File: src/rtl/uc_responde_registra_tiros_pkg.sv
// Shared definitions for the shot-registration responder: FSM state codes
// and the field layout of the shot word written into the shot table.
// Shot word layout (LSB first): posicao, direcao, valid bit on top.
package uc_responde_registra_tiros_pkg;

    typedef enum logic [2:0] {
        INICIAL  = 3'd0,
        CARREGA  = 3'd1,
        BUSCA    = 3'd2,
        ESCREVE  = 3'd3,
        CONFIRMA = 3'd4,
        DESCARTA = 3'd5,
        FIM      = 3'd6
    } estado_t;

    // Position always sits in the low bits of the shot word.
    localparam int POS_LSB = 0;

    // Direction starts right above the position field.
    function automatic int dir_lsb(input int pos_w);
        return POS_LSB + pos_w;
    endfunction

    // Valid bit is the most significant bit of the shot word.
    function automatic int valid_bit(input int pos_w, input int dir_w);
        return POS_LSB + pos_w + dir_w;
    endfunction

endpackage

File: src/rtl/uc_responde_registra_tiros_contador.sv
// Saturating up-counter with synchronous clear; clear has priority over
// the increment, and the count holds at all-ones once it gets there.
module contador_saturado #(
    parameter int CNT_W = 8
) (
    input  logic             clock,
    input  logic             reset_n,
    input  logic             clear,
    input  logic             en,
    output logic [CNT_W-1:0] count
);

    logic [CNT_W-1:0] count_q;
    logic [CNT_W-1:0] count_d;

    // Next count: clear wins, otherwise increment unless already saturated.
    always_comb begin
        count_d = count_q;
        if (clear) begin
            count_d = '0;
        end else if (en && (count_q != {CNT_W{1'b1}})) begin
            count_d = count_q + 1'b1;
        end
    end

    // Count register.
    always_ff @(posedge clock or negedge reset_n) begin
        if (!reset_n) begin
            count_q <= '0;
        end else begin
            count_q <= count_d;
        end
    end

    assign count = count_q;

endmodule

File: src/rtl/uc_responde_registra_tiros.sv
// Responder for the inicia/fim shot-registration handshake. On a start
// pulse it latches ship position and direction, scans the shot table's
// valid bits one slot per cycle for a free entry, writes the new shot word
// there and counts it. When all slots are busy the shot is dropped and
// descartado is raised alongside fim.
// Optional feature: define REGISTRA_TIROS_RODIZIO_EN to start each search
// just after the last written slot (round-robin) instead of at slot 0.
module uc_responde_registra_tiros
    import uc_responde_registra_tiros_pkg::*;
#(
    parameter int N_TIROS = 4,
    parameter int IDX_W   = 2,
    parameter int POS_W   = 4,
    parameter int DIR_W   = 2,
    parameter int CNT_W   = 8
) (
    input  logic                   clock,
    input  logic                   reset_n,
    input  logic                   inicia,
    input  logic [POS_W-1:0]       posicao_nave,
    input  logic [DIR_W-1:0]       direcao,
    input  logic [N_TIROS-1:0]     tiros_validos,
    input  logic                   zera_contagem,
    output logic                   mem_we,
    output logic [IDX_W-1:0]       mem_addr,
    output logic [DIR_W+POS_W:0]   mem_wdata,
    output logic                   fim,
    output logic                   descartado,
    output logic                   ocupado,
    output logic [CNT_W-1:0]       contagem_tiros,
    output logic [2:0]             db_estado
);

    localparam int DIR_LSB   = dir_lsb(POS_W);
    localparam int VALID_BIT = valid_bit(POS_W, DIR_W);
    localparam logic [IDX_W-1:0] ULTIMO_IDX = IDX_W'(N_TIROS - 1);
    localparam logic [IDX_W:0]   ULTIMA_VARREDURA = (IDX_W + 1)'(N_TIROS - 1);

    estado_t          estado_q, estado_d;
    logic [IDX_W-1:0] idx_q, idx_d;
    logic [IDX_W:0]   scan_q, scan_d;
    logic [POS_W-1:0] pos_q, pos_d;
    logic [DIR_W-1:0] dir_q, dir_d;
    logic             descartado_q, descartado_d;
    logic [IDX_W-1:0] idx_inicio;
    logic             incrementa;

    // Wraps a slot index back to 0 after the last slot.
    function automatic logic [IDX_W-1:0] proximo_idx(input logic [IDX_W-1:0] i);
        return (i == ULTIMO_IDX) ? '0 : i + 1'b1;
    endfunction

`ifdef REGISTRA_TIROS_RODIZIO_EN
    logic [IDX_W-1:0] ultimo_q, ultimo_d;

    // Search begins just after the most recently written slot.
    assign idx_inicio = proximo_idx(ultimo_q);

    // Last-written slot; resets to the final slot so the first search starts at 0.
    always_ff @(posedge clock or negedge reset_n) begin
        if (!reset_n) begin
            ultimo_q <= ULTIMO_IDX;
        end else begin
            ultimo_q <= ultimo_d;
        end
    end

    // Remember the slot being written this cycle.
    always_comb begin
        ultimo_d = ultimo_q;
        if (estado_q == ESCREVE) begin
            ultimo_d = idx_q;
        end
    end
`else
    // Lowest free slot always wins.
    assign idx_inicio = '0;
`endif

    // FSM next state, datapath next values and output decode.
    always_comb begin
        estado_d     = estado_q;
        idx_d        = idx_q;
        scan_d       = scan_q;
        pos_d        = pos_q;
        dir_d        = dir_q;
        descartado_d = descartado_q;
        mem_we       = 1'b0;
        fim          = 1'b0;
        incrementa   = 1'b0;
        case (estado_q)
            INICIAL: begin
                if (inicia) begin
                    estado_d = CARREGA;
                end
            end
            CARREGA: begin
                pos_d    = posicao_nave;
                dir_d    = direcao;
                idx_d    = idx_inicio;
                scan_d   = '0;
                estado_d = BUSCA;
            end
            BUSCA: begin
                if (!tiros_validos[idx_q]) begin
                    estado_d = ESCREVE;
                end else if (scan_q == ULTIMA_VARREDURA) begin
                    // Every slot checked exactly once: the table is full.
                    descartado_d = 1'b1;
                    estado_d     = DESCARTA;
                end else begin
                    idx_d  = proximo_idx(idx_q);
                    scan_d = scan_q + 1'b1;
                end
            end
            ESCREVE: begin
                mem_we     = 1'b1;
                incrementa = 1'b1;
                estado_d   = CONFIRMA;
            end
            CONFIRMA: begin
                estado_d = FIM;
            end
            DESCARTA: begin
                estado_d = FIM;
            end
            FIM: begin
                fim          = 1'b1;
                descartado_d = 1'b0;
                estado_d     = INICIAL;
            end
            default: begin
                estado_d = INICIAL;
            end
        endcase
    end

    // State and datapath registers.
    always_ff @(posedge clock or negedge reset_n) begin
        if (!reset_n) begin
            estado_q     <= INICIAL;
            idx_q        <= '0;
            scan_q       <= '0;
            pos_q        <= '0;
            dir_q        <= '0;
            descartado_q <= 1'b0;
        end else begin
            estado_q     <= estado_d;
            idx_q        <= idx_d;
            scan_q       <= scan_d;
            pos_q        <= pos_d;
            dir_q        <= dir_d;
            descartado_q <= descartado_d;
        end
    end

    // Shot word assembly; address and data are held at 0 outside writes.
    always_comb begin
        mem_wdata = '0;
        mem_addr  = '0;
        if (mem_we) begin
            mem_addr                        = idx_q;
            mem_wdata[POS_LSB +: POS_W]     = pos_q;
            mem_wdata[DIR_LSB +: DIR_W]     = dir_q;
            mem_wdata[VALID_BIT]            = 1'b1;
        end
    end

    contador_saturado #(
        .CNT_W (CNT_W)
    ) u_contador (
        .clock   (clock),
        .reset_n (reset_n),
        .clear   (zera_contagem),
        .en      (incrementa),
        .count   (contagem_tiros)
    );

    assign descartado = descartado_q;
    assign ocupado    = (estado_q != INICIAL);
    assign db_estado  = estado_q;

endmodule

File: config.mk
export PLATFORM = sky130hd
export DESIGN_NAME = uc_responde_registra_tiros
export DESIGN_NICKNAME = d
export VERILOG_FILES = /design/src/rtl/uc_responde_registra_tiros_pkg.sv /design/src/rtl/uc_responde_registra_tiros_contador.sv /design/src/rtl/uc_responde_registra_tiros.sv
export SDC_FILE = /design/constraint.sdc
export NUM_CORES = 1
export LEC_CHECK = 0
export ABC_CLOCK_PERIOD_IN_PS = 3600
export CORE_MARGIN = 10
export CORE_UTILIZATION = 48
export CTS_BUF_LIST = sky130_fd_sc_hd__clkbuf_16
export DETAILED_ROUTE_END_ITERATION = 8
export MAX_ROUTING_LAYER = met4
export PLACE_DENSITY = 0.87
export RECOVER_POWER = 100
export SLEW_MARGIN = 0
export SYNTH_ARGS = -nofsm -noshare
export SYNTH_HDL_FRONTEND = slang
export SYNTH_SLANG_ARGS = --single-unit
File: constraint.sdc
create_clock -name clock -period 3.6 [get_ports clock]
set_clock_uncertainty 0.05 [all_clocks]
set_input_delay 0.72 -clock clock [delete_from_list [all_inputs] [get_ports clock]]
set_output_delay 0.72 -clock clock [all_outputs]
set_load 0.01 [all_outputs]
==> results of run 1 <==
==> kinds of logic after synthesis <==
| kind of cell | count (synthesis) | share of synthesized area [%] |
|---|---|---|
| xor gates and xnor gates | 2 | 1.486 |
| muxes | 9 | 9.341 |
| and+or+nand+nor | 39 | 19.75 |
| DFF | 23 | 48.83 |
| AOI/OAI and AO/OA | 21 | 11.25 |
| adders and majority gates | 4 | 4.246 |
| buffers and inverters | 11 | 5.096 |
==> sequential cells by signal (all words and copies together) (netlist names) <==
register	cells
scan_q	3
pos_q	4
dir_q	2
db_estado	3
u_contador.count	8
idx_q	2
descartado	1
==> worst max-delay path, stage by stage (launching register included) <==
cell                            delay, ns
sky130_fd_sc_hd__dfrtp_1             0.54
sky130_fd_sc_hd__and3b_1             0.55
sky130_fd_sc_hd__and2_1              0.19
sky130_fd_sc_hd__dlygate4sd3_1       0.61
==> how the worst max path moves through the flow <==
| stage | slack [ns] | startpoint | cells after the start | to |
|---|---|---|---|---|
| 2_1_floorplan | 1.51 | db_estado[2] | 4 | mem_addr[0] |
| 4_1_cts | 0.70 | db_estado[1] | 3 | mem_wdata[0] |
| 5_1_grt | 0.61 | db_estado[1] | 3 | mem_wdata[0] |
| 6_report | 0.68 | db_estado[1] | 3 | mem_addr[1] |
| 3_5_place_dp | 0.98 | db_estado[1] | 3 | mem_wdata[2] |
| 3_3_place_gp | 1.04 | db_estado[1] | 3 | mem_wdata[5] |
==> power by group through the flow <==
stage                     clock [W]  combinational (W)  sequential [W]
after floorplan                   0           0.000263        0.000411
after global placement            0           0.000397        0.000417
after detailed placement          0           0.000409        0.000425
after CTS                  0.000250           0.000415        0.000424
after global routing       0.000260           0.000430        0.000435
final                      0.000246           0.000386        0.000422
==> cell type report <==
cell class | count | area, um2
fill | 162 | 665.6
sequential | 23 | 575.6
multi-input combinational | 75 | 528.0
timing repair buffer | 37 | 370.4
clock buffer | 3 | 75.07
tap | 28 | 35.03
inverter | 5 | 18.77
clock inverter | 1 | 7.507
==> layer usage <==
| metal | up-vias | global-route usage (%) | part of all wire, % | wire (um) |
|---|---|---|---|---|
| met5 | - | - | 0 | 0 |
| met4 | 0 | 3.326 | 0.43 | 12 |
| met3 | 2 | 2.996 | 3.9 | 110 |
| met2 | 22 | 20.77 | 51 | 1422 |
| met1 | 476 | 13.03 | 45 | 1255 |
| li1 | 464 | - | - | - |
==> per-stage QoR <==
stage / power [W] / worst slack [ns]
after floorplan: 0.0006746 / 1.513
after global placement: 0.0008147 / 1.039
after detailed placement: 0.0008346 / 0.9753
after CTS: 0.001090 / 0.6982
after global routing: 0.001125 / 0.6078
final: 0.001054 / 0.6819
==> cells in the final DEF (no fill, tap or decap), types with 4 or more instances in the layout <==
| cell type | instances |
|---|---|
| sky130_fd_sc_hd__nand2_1 | 4 |
| sky130_fd_sc_hd__o21ai_0 | 6 |
| sky130_fd_sc_hd__nand3_1 | 7 |
| sky130_fd_sc_hd__dlygate4sd3_1 | 23 |
| sky130_fd_sc_hd__clkdlybuf4s50_1 | 14 |
| sky130_fd_sc_hd__mux2_2 | 6 |
| sky130_fd_sc_hd__and2_1 | 6 |
| sky130_fd_sc_hd__inv_1 | 5 |
| sky130_fd_sc_hd__nor2_1 | 6 |
| sky130_fd_sc_hd__a21oi_1 | 5 |
| sky130_fd_sc_hd__dfrtp_1 | 23 |
| sky130_fd_sc_hd__ha_1 | 4 |
==> qor.log, run 1 <==
qor: cts.worstSkewPairLatency 0.26 ns
qor: pwr.pwr-share-seq 40.1%
qor: logic_synthesis.synth_top_area_cell sky130_fd_sc_hd__dfrtp_1
qor: cts.postCtsSetupBuffers 0
qor: logic_synthesis.synth-edff-count 0
qor: sta.hold_violations 0
qor: logic_synthesis.postSynthRegisterBits 23
qor: final_layout.drive_above_1_share 7.639%
qor: pwr.power.share.clock 23.3%
qor: final_layout.final_cells 172
qor: logic_synthesis.yosys_warnings 0
qor: logic_synthesis.yosysSeqAreaShare 48.83%
qor: sta.grt_setup_unrepaired false
qor: grt.grt_first_pass_wirelength 4850 um
qor: min_path.instance_count_along_the_most_critical_hold_path 2
qor: pwr.p_comb_share 36.6%
qor: worst_setup_path.reg2reg_to u_contador.count[7]
qor: sta.worst-slew-pin-transition 1.030 ns
qor: die.fp.dieArea 0.004837 mm2
qor: worst_setup_path.regToRegSetupSlack 1.38 ns
qor: min_path.worst_min_delay_path_category reg -> reg
qor: final_layout.post-route-cell-area 0.001610 mm2
qor: cts.cts_root_buffer sky130_fd_sc_hd__clkbuf_16
qor: cts.cts_tree done
qor: pwr.cellLeakagePower 0.7121 nW
qor: worst_setup_path.worst-endpoint-arrival 2.15 ns
qor: grt.grt_util_all_layers 11.91%
qor: logic_synthesis.post_synth_instance_area 0.001179 mm2
qor: cts.h-tree-depth 1
qor: die.row_count 17
qor: logic_synthesis.netlist_instances 109
qor: logic_synthesis.synth_cell_types 34
qor: route.drc_errors 0
qor: route.drt-wirelength-per-cell 16.28 um
qor: status.run_status finished, final reports clean
qor: worst_setup_path.reg2regPathDepth 4
qor: logic_synthesis.post-synth-top-count-cell sky130_fd_sc_hd__dfrtp_1
qor: final_layout.area.growth.synth_to_final 36.62%
qor: die.die_x 69.55 um
qor: logic_synthesis.netlist_top_cells_count sky130_fd_sc_hd__dfrtp_1, sky130_fd_sc_hd__and2_1, sky130_fd_sc_hd__nand3_1
qor: pwr.max-vdd-ir-drop 0.4454 mV
qor: cts.cts_resized 0
qor: route.num_vias 964
qor: die.initial_standard_cell_utilization_of_the_core 51.79%
qor: cts.post_cts_hold_buffer_count 0
qor: sta.timing.setup.tns 0 ns
qor: sta.setup_violations 0
qor: route.wirelength 2800 um
qor: worst_setup_path.critical_path.startpoint_type register
qor: place.numPlacedInstances 168
qor: grt.grt.overflow.total 0
qor: min_path.endpoint_of_the_worst_hold_timing_path descartado
qor: sta.finalMaxSlewViolations 0
qor: worst_setup_path.crit_type reg -> out
qor: cts.tritoncts_num_sinks 23
qor: place.placement.io_buffers 37
qor: logic_synthesis.postSynth.topFlopCell sky130_fd_sc_hd__dfrtp_1
qor: final_layout.postLayoutCoreUtil 70.75%
qor: worst_setup_path.required_time_of_the_critical_path 2.83 ns
qor: grt.grt_start_max_net_pins 24
qor: job.cap_viol_max_count 0
qor: grt.grt_pass1_vias 1,001
qor: final_layout.inserted_diodes 0
qor: worst_setup_path.critical_path_peak_fanout 17
qor: die.die_y 69.55 um
qor: cts.clock_buffers_created_by_tritoncts 3
qor: cts.worst_setup_hold_path_clk_slew 0.06 ns
qor: worst_setup_path.cp-end-kind output pin
qor: cts.cts_max_path_buffers 2
qor: place.dpl-instance-area 0.001543 mm2
qor: sta.fmaxAchievable 342.7 MHz
qor: logic_synthesis.post-synth-top-area-fraction 48.83%
qor: pwr.power_switching 0.0003527 W
qor: logic_synthesis.share_of_flip_flops_with_an_asynchronous_set_or_reset 100.0%
qor: pwr.sw_frac_of_total 33.47%
qor: sta.final.hold.worst_slack 0.4426 ns
qor: logic_synthesis.syn_nets 127
qor: logic_synthesis.synth_area_per_cell 10.81 um2
qor: route.initialDrtViolationCount 71
qor: pwr.cellInternalPower 0.0007009 W
qor: die.io_pins 38
qor: place.gp_routability_congestion 0.7024
qor: route.ant_nets 0
qor: sta.min_period 2.918 ns
qor: worst_setup_path.r2r_path_start db_estado[1]
qor: grt.antenna_found_initial 0
qor: route.drt_pre_antenna_iters 2
qor: pwr.p_per_area 654.3 mW/mm2
qor: sta.relSlewSlack 31.10%
qor: die.design.core.area 0.002276 mm2
qor: place.dp_hpwl 2027 um
qor: sta.min_period_over_period 81.06%
qor: min_path.worstHoldStart descartado
qor: route.vias_per_cell 5.605
qor: logic_synthesis.synthTopCellsByArea sky130_fd_sc_hd__dfrtp_1, sky130_fd_sc_hd__mux2_2, sky130_fd_sc_hd__and2_1, sky130_fd_sc_hd__ha_1, sky130_fd_sc_hd__nand3_1
qor: final_layout.nets 163
(Power assumes the default switching activity.)
==> inputs of run 2 (changes only) <==
Settings changed: ABC_CLOCK_PERIOD_IN_PS 3600 to 2600, CORE_UTILIZATION 48 to 41, PLACE_DENSITY 0.87 to 0.79.
Clock period 3.6 ns to 2.6 ns, I/O delays scaled along.
==> qor.log, run 2 (synthesis gave the netlist of run 1 again) <==
qor: worst_setup_path.cp_slowest_cell sky130_fd_sc_hd__dlygate4sd3_1
qor: route.drc_errors 0
qor: die.design.core.area 0.002758 mm2
qor: pwr.power.share.clock 22.7%
qor: worst_setup_path.critical_path.startpoint_type register
qor: final_layout.layout.cells.most_common_list sky130_fd_sc_hd__dfrtp_1, sky130_fd_sc_hd__dlygate4sd3_1, sky130_fd_sc_hd__clkdlybuf4s50_1
qor: worst_setup_path.timing.critical_path.slowest_cell_delay 0.61 ns
qor: worst_setup_path.critical_path.top_delay_family buffers and inverters
qor: final_layout.nets 165
qor: pwr.cellInternalPower 0.0009709 W
qor: cts.cts_tree done
qor: sta.finalMaxSlewViolations 0
qor: sta.setup_violations 0
qor: worst_setup_path.crit_type reg -> out
qor: final_layout.drive_above_1_share 7.534%
qor: final_layout.largest_register_ff_count 8
qor: cts.h-tree-depth 1
qor: final_layout.area.growth.synth_to_final 37.37%
qor: pwr.p_per_area 898.8 mW/mm2
qor: route.vias_per_cell 5.655
qor: route.initialDrtViolationCount 95
qor: die.io_pins 38
qor: route.drt-wirelength-per-cell 16.29 um
qor: grt.grt_pass1_vias 1,055
qor: pwr.power 0.001455 W
qor: worst_setup_path.cp_cell_sequence and3b_2 -> and2_1 -> dlygate4sd3_1
qor: worst_setup_path.required_time_of_the_critical_path 2.03 ns
qor: worst_setup_path.cp-end-kind output pin
qor: sta.min_period 2.459 ns
qor: pwr.cellLeakagePower 0.7220 nW
qor: die.die_x 73.62 um
qor: sta.hold_violations 0
qor: route.num_vias 1,001
qor: route.wirelength 2883 um
qor: grt.antenna_found_initial 0
qor: cts.post_cts_hold_buffer_count 0
qor: sta.min_period_over_period 94.60%
qor: grt.grt.overflow.total 0
qor: place.gp_routability_congestion 0.7582
qor: sta.grt_setup_unrepaired false
qor: status.run_status finished, final reports clean
qor: sta.fmaxAchievable 406.6 MHz
qor: die.initial_standard_cell_utilization_of_the_core 42.74%
qor: sta.relSlewSlack 18.50%
qor: worst_setup_path.critical_path_peak_fanout 11
qor: final_layout.inserted_diodes 0
qor: cts.clock_buffers_created_by_tritoncts 3
qor: pwr.pwr-share-seq 40.4%
qor: cts.cts_root_buffer sky130_fd_sc_hd__clkbuf_16
qor: pwr.power_switching 0.0004842 W
qor: min_path.worst_min_delay_path_category reg -> reg
qor: cts.tritoncts_num_sinks 23
qor: die.row_count 19
qor: place.placement.io_buffers 37
qor: grt.grt_first_pass_wirelength 4933 um
qor: pwr.p_comb_share 36.9%
qor: pwr.max-vdd-ir-drop 0.5105 mV
qor: cts.cts_resized 0
qor: sta.worst-slew-pin-transition 1.223 ns
qor: cts.worst_setup_hold_path_clk_slew 0.06 ns
qor: grt.grt_start_max_net_pins 24
qor: pwr.sw_frac_of_total 33.28%
qor: route.ant_nets 0
qor: route.drt_pre_antenna_iters 4
qor: sta.final.hold.worst_slack 0.4495 ns
qor: place.dp_hpwl 2135 um
qor: grt.grt_util_all_layers 11.53%
qor: final_layout.n_fill_cell 230
qor: cts.cts_max_path_buffers 2
qor: die.fp.dieArea 0.005419 mm2
qor: cts.worstSkewPairLatency 0.25 ns
qor: worst_setup_path.cp.buffers_inverters 1
qor: worst_setup_path.worst-endpoint-arrival 1.89 ns
qor: cts.postCtsSetupBuffers 0
qor: sta.timing.setup.tns 0 ns
qor: job.cap_viol_max_count 0
qor: die.die_y 73.62 um
run 2: cell types whose count changed in the layout (fill, tap and decap cells not counted):
cell	before	now
sky130_fd_sc_hd__clkbuf_1	0	2
sky130_fd_sc_hd__and3b_1	1	0
sky130_fd_sc_hd__inv_1	5	6
sky130_fd_sc_hd__and2_1	6	9
sky130_fd_sc_hd__and3b_2	0	1
sky130_fd_sc_hd__clkinvlp_4	1	0
sky130_fd_sc_hd__and2_0	3	0
run 2: area by class of cell:
type / instances / area (um2) / area share (%)
clock buffers: 3 / 75.07 / 4.637
clock inverters: 1 / 3.754 / 0.2318
inverters: 5 / 18.77 / 1.159
multi-input cells: 75 / 529.3 / 32.69
flip-flops and latches: 23 / 575.6 / 35.55
well taps: 31 / 38.79 / 2.396
repair buffers: 39 / 377.9 / 23.34
run 2: worst reg2reg max path: stages, from the launching register on:
cell and delay, ns:
sky130_fd_sc_hd__dfrtp_1 0.53, sky130_fd_sc_hd__and3b_2 0.35, sky130_fd_sc_hd__clkbuf_1 0.29, sky130_fd_sc_hd__nand4_1 0.28, sky130_fd_sc_hd__or4_1 0.53, sky130_fd_sc_hd__a21oi_1 0.15
run 2: power groups by stage:
stage / Clock [W] / Combinational (W) / Sequential, W
2_1_floorplan: 0 / 0.000364 / 0.000570
3_3_place_gp: 0 / 0.000554 / 0.000583
3_5_place_dp: 0 / 0.000573 / 0.000595
4_1_cts: 0.000330 / 0.000579 / 0.000591
5_1_grt: 0.000349 / 0.000602 / 0.000609
6_report: 0.000330 / 0.000537 / 0.000588
run 2: path summary, 6_finish.rpt:
kind                              startpoint                   to  slack (ns)  cells after the start
min in group asynchronous            reset_n             pos_q[0]        0.99                      2
max in group asynchronous            reset_n  u_contador.count[0]        0.78                      2
worst min register to register      pos_q[2]             pos_q[2]        0.45                      1
worst min-delay path                pos_q[2]             pos_q[2]        0.45                      1
worst max-delay path            db_estado[1]         mem_wdata[5]        0.14                      3
worst max register to register  db_estado[1]  u_contador.count[7]        0.35                      5
run 2: stage by stage:
step	setup slack, ns	std cells	cell area, um2	util [%]
after CTS	0.1128	177	1640	59.48
after floorplan	0.7128	109	1179	-
final	0.1405	177	1619	58.71
after global placement	0.4402	173	1562	56.62
after detailed placement	0.3771	173	1562	56.62
after global routing	0.03905	177	1619	58.71
run 2: layer usage:
layer | global-route usage (%) | vias up | routed length, um
li1 | - | 469 | -
met1 | 13.43 | 488 | 1265
met2 | 18.18 | 40 | 1370
met3 | 3.903 | 4 | 213
met4 | 3.727 | 0 | 33
met5 | - | - | 0
==> inputs of run 3 (changes only) <==
Settings changed: CORE_ASPECT_RATIO from default to 0.6, SLEW_MARGIN 0 to 5.
==> qor.log, run 3 (synthesis gave the netlist of run 1 again) <==
qor: pwr.p_comb_share 37.2%
qor: place.gp_routability_congestion 0.8240
qor: cts.h-tree-depth 1
qor: sta.setup_violations 0
qor: status.run_status finished, final reports clean
qor: die.design.core.area 0.002628 mm2
qor: pwr.power_switching 0.0004901 W
qor: sta.worst-slew-pin-transition 1.280 ns
qor: pwr.p_per_area 903.5 mW/mm2
qor: worst_setup_path.regToRegSetupSlack 0.34 ns
qor: cts.cts_root_buffer sky130_fd_sc_hd__clkbuf_16
qor: final_layout.layout.cells.most_common sky130_fd_sc_hd__dfrtp_1
qor: worst_setup_path.r2r_path_start db_estado[1]
qor: worst_setup_path.cp.buffers_inverters 1
qor: sta.fmaxAchievable 408.3 MHz
qor: cts.cts_resized 0
qor: cts.clock_buffers_created_by_tritoncts 3
qor: final_layout.layout.cells.most_common_list sky130_fd_sc_hd__dfrtp_1, sky130_fd_sc_hd__clkdlybuf4s50_1, sky130_fd_sc_hd__dlygate4sd3_1
qor: cts.postCtsSetupBuffers 0
qor: grt.grt.overflow.total 0
qor: die.die_x 89.22 um
qor: pwr.power.share.clock 23.0%
qor: worst_setup_path.critical_path.endpoint mem_addr[1]
qor: place.numPlacedInstances 174
qor: worst_setup_path.reg2regPathDepth 5
qor: worst_setup_path.critical_path.startpoint_type register
qor: final_layout.drive_above_1_share 6.849%
qor: worst_setup_path.worst-endpoint-arrival 1.88 ns
qor: pwr.pwr-share-seq 39.8%
qor: route.initialDrtViolationCount 40
qor: cts.worstSkewPairLatency 0.26 ns
qor: worst_setup_path.critical_path_peak_fanout 11
qor: sta.relSlewSlack 14.67%
qor: worst_setup_path.required_time_of_the_critical_path 2.03 ns
qor: final_layout.largest_register_ff_count 8
qor: route.drt-wirelength-per-cell 16.02 um
qor: route.drt_pre_antenna_iters 4
qor: die.fp.dieArea 0.005490 mm2
qor: route.wirelength 2852 um
qor: cts.post_cts_hold_buffer_count 0
qor: sta.min_period 2.449 ns
qor: final_layout.nets 165
qor: route.drc_errors 0
qor: worst_setup_path.startpoint db_estado[1]
qor: pwr.power 0.001463 W
qor: die.row_count 14
qor: min_path.worstHoldStart pos_q[2]
qor: pwr.cellInternalPower 0.0009728 W
qor: sta.hold_violations 0
qor: sta.finalMaxSlewViolations 0
qor: die.initial_standard_cell_utilization_of_the_core 44.86%
qor: final_layout.post-route-cell-area 0.001619 mm2
qor: worst_setup_path.reg2reg_to u_contador.count[7]
qor: worst_setup_path.timing.critical_path.slowest_cell_delay 0.54 ns
qor: route.vias_per_cell 5.399
qor: sta.min_period_over_period 94.20%
qor: worst_setup_path.cp_cell_sequence and3b_1 -> and2_0 -> clkdlybuf4s50_1
qor: cts.tritoncts_num_sinks 23
qor: job.cap_viol_max_count 0
qor: pwr.max-vdd-ir-drop 0.5687 mV
qor: place.placement.io_buffers 37
qor: pwr.sw_frac_of_total 33.50%
qor: final_layout.inserted_diodes 0
qor: cts.cts_tree done
qor: grt.antenna_found_initial 0
qor: final_layout.final_cells 178
qor: route.num_vias 961
qor: cts.worst_setup_hold_path_clk_slew 0.06 ns
qor: die.die_y 61.53 um
qor: sta.grt_setup_unrepaired false
qor: grt.grt_start_max_net_pins 24
qor: worst_setup_path.cp-end-kind output pin
qor: pwr.cellLeakagePower 0.7027 nW
qor: die.io_pins 38
qor: worst_setup_path.critical_path.top_delay_family simple AND/OR/NAND/NOR gates
qor: worst_setup_path.crit_cells 3
qor: sta.timing.setup.tns 0 ns
qor: grt.grt_pass1_vias 957
qor: place.dpl-instance-area 0.001563 mm2
qor: worst_setup_path.crit_type reg -> out
qor: cts.cts_max_path_buffers 2
qor: grt.grt_first_pass_wirelength 4692 um
qor: grt.grt_util_all_layers 11.30%
qor: worst_setup_path.cp_slowest_cell sky130_fd_sc_hd__clkdlybuf4s50_1
qor: place.dp_hpwl 2177 um
qor: final_layout.area.growth.synth_to_final 37.37%
qor: min_path.worst_min_delay_path_category reg -> reg
qor: route.ant_nets 0
run 3: power groups by stage:
stage / logic [W] / clock network (W) / registers (W)
2_1_floorplan: 0.000364 / 0 / 0.000570
3_3_place_gp: 0.000554 / 0 / 0.000583
4_1_cts: 0.000587 / 0.000343 / 0.000588
5_1_grt: 0.000612 / 0.000357 / 0.000604
6_report: 0.000544 / 0.000336 / 0.000583
3_5_place_dp: 0.000586 / 0 / 0.000591
run 3: how the worst min path moves through the flow:
| stage | cells past startpoint | slack (ns) | endpoint |
|---|---|---|---|
| 6_report | 1 | 0.45 | pos_q[2] |
| 5_1_grt | 1 | 0.47 | pos_q[2] |
| 4_1_cts | 1 | 0.45 | pos_q[2] |
| 3_5_place_dp | 1 | 0.44 | pos_q[2] |
| 3_3_place_gp | 1 | 0.43 | pos_q[2] |
| 2_1_floorplan | 0 | 0.17 | db_estado[0] |
run 3: stage by stage:
stage	utilization, %	hold slack, ns	setup slack [ns]
2_1_floorplan	-	0.1744	0.7128
3_3_place_gp	59.48	0.4290	0.4721
3_5_place_dp	59.48	0.4354	0.4204
4_1_cts	62.48	0.4496	0.1350
5_1_grt	61.62	0.4711	0.01178
6_report	61.62	0.4484	0.1509
run 3: area by class of cell:
class	instances	area (um2)
fillers	230	1008
repair buffers	39	377.9
multi-input cells	75	528.0
well taps	32	40.04
clock buffers	3	75.07
clock inverters	1	3.754
flip-flops and latches	23	575.6
inverters	5	18.77
run 3: metal layers:
metal	track usage (%)	vias up	part of all wire, %
li1	-	465	-
met4	2.027	0	0.35
met1	12.19	470	43
met5	-	-	0
met2	19.77	24	51
met3	4.348	2	5.8
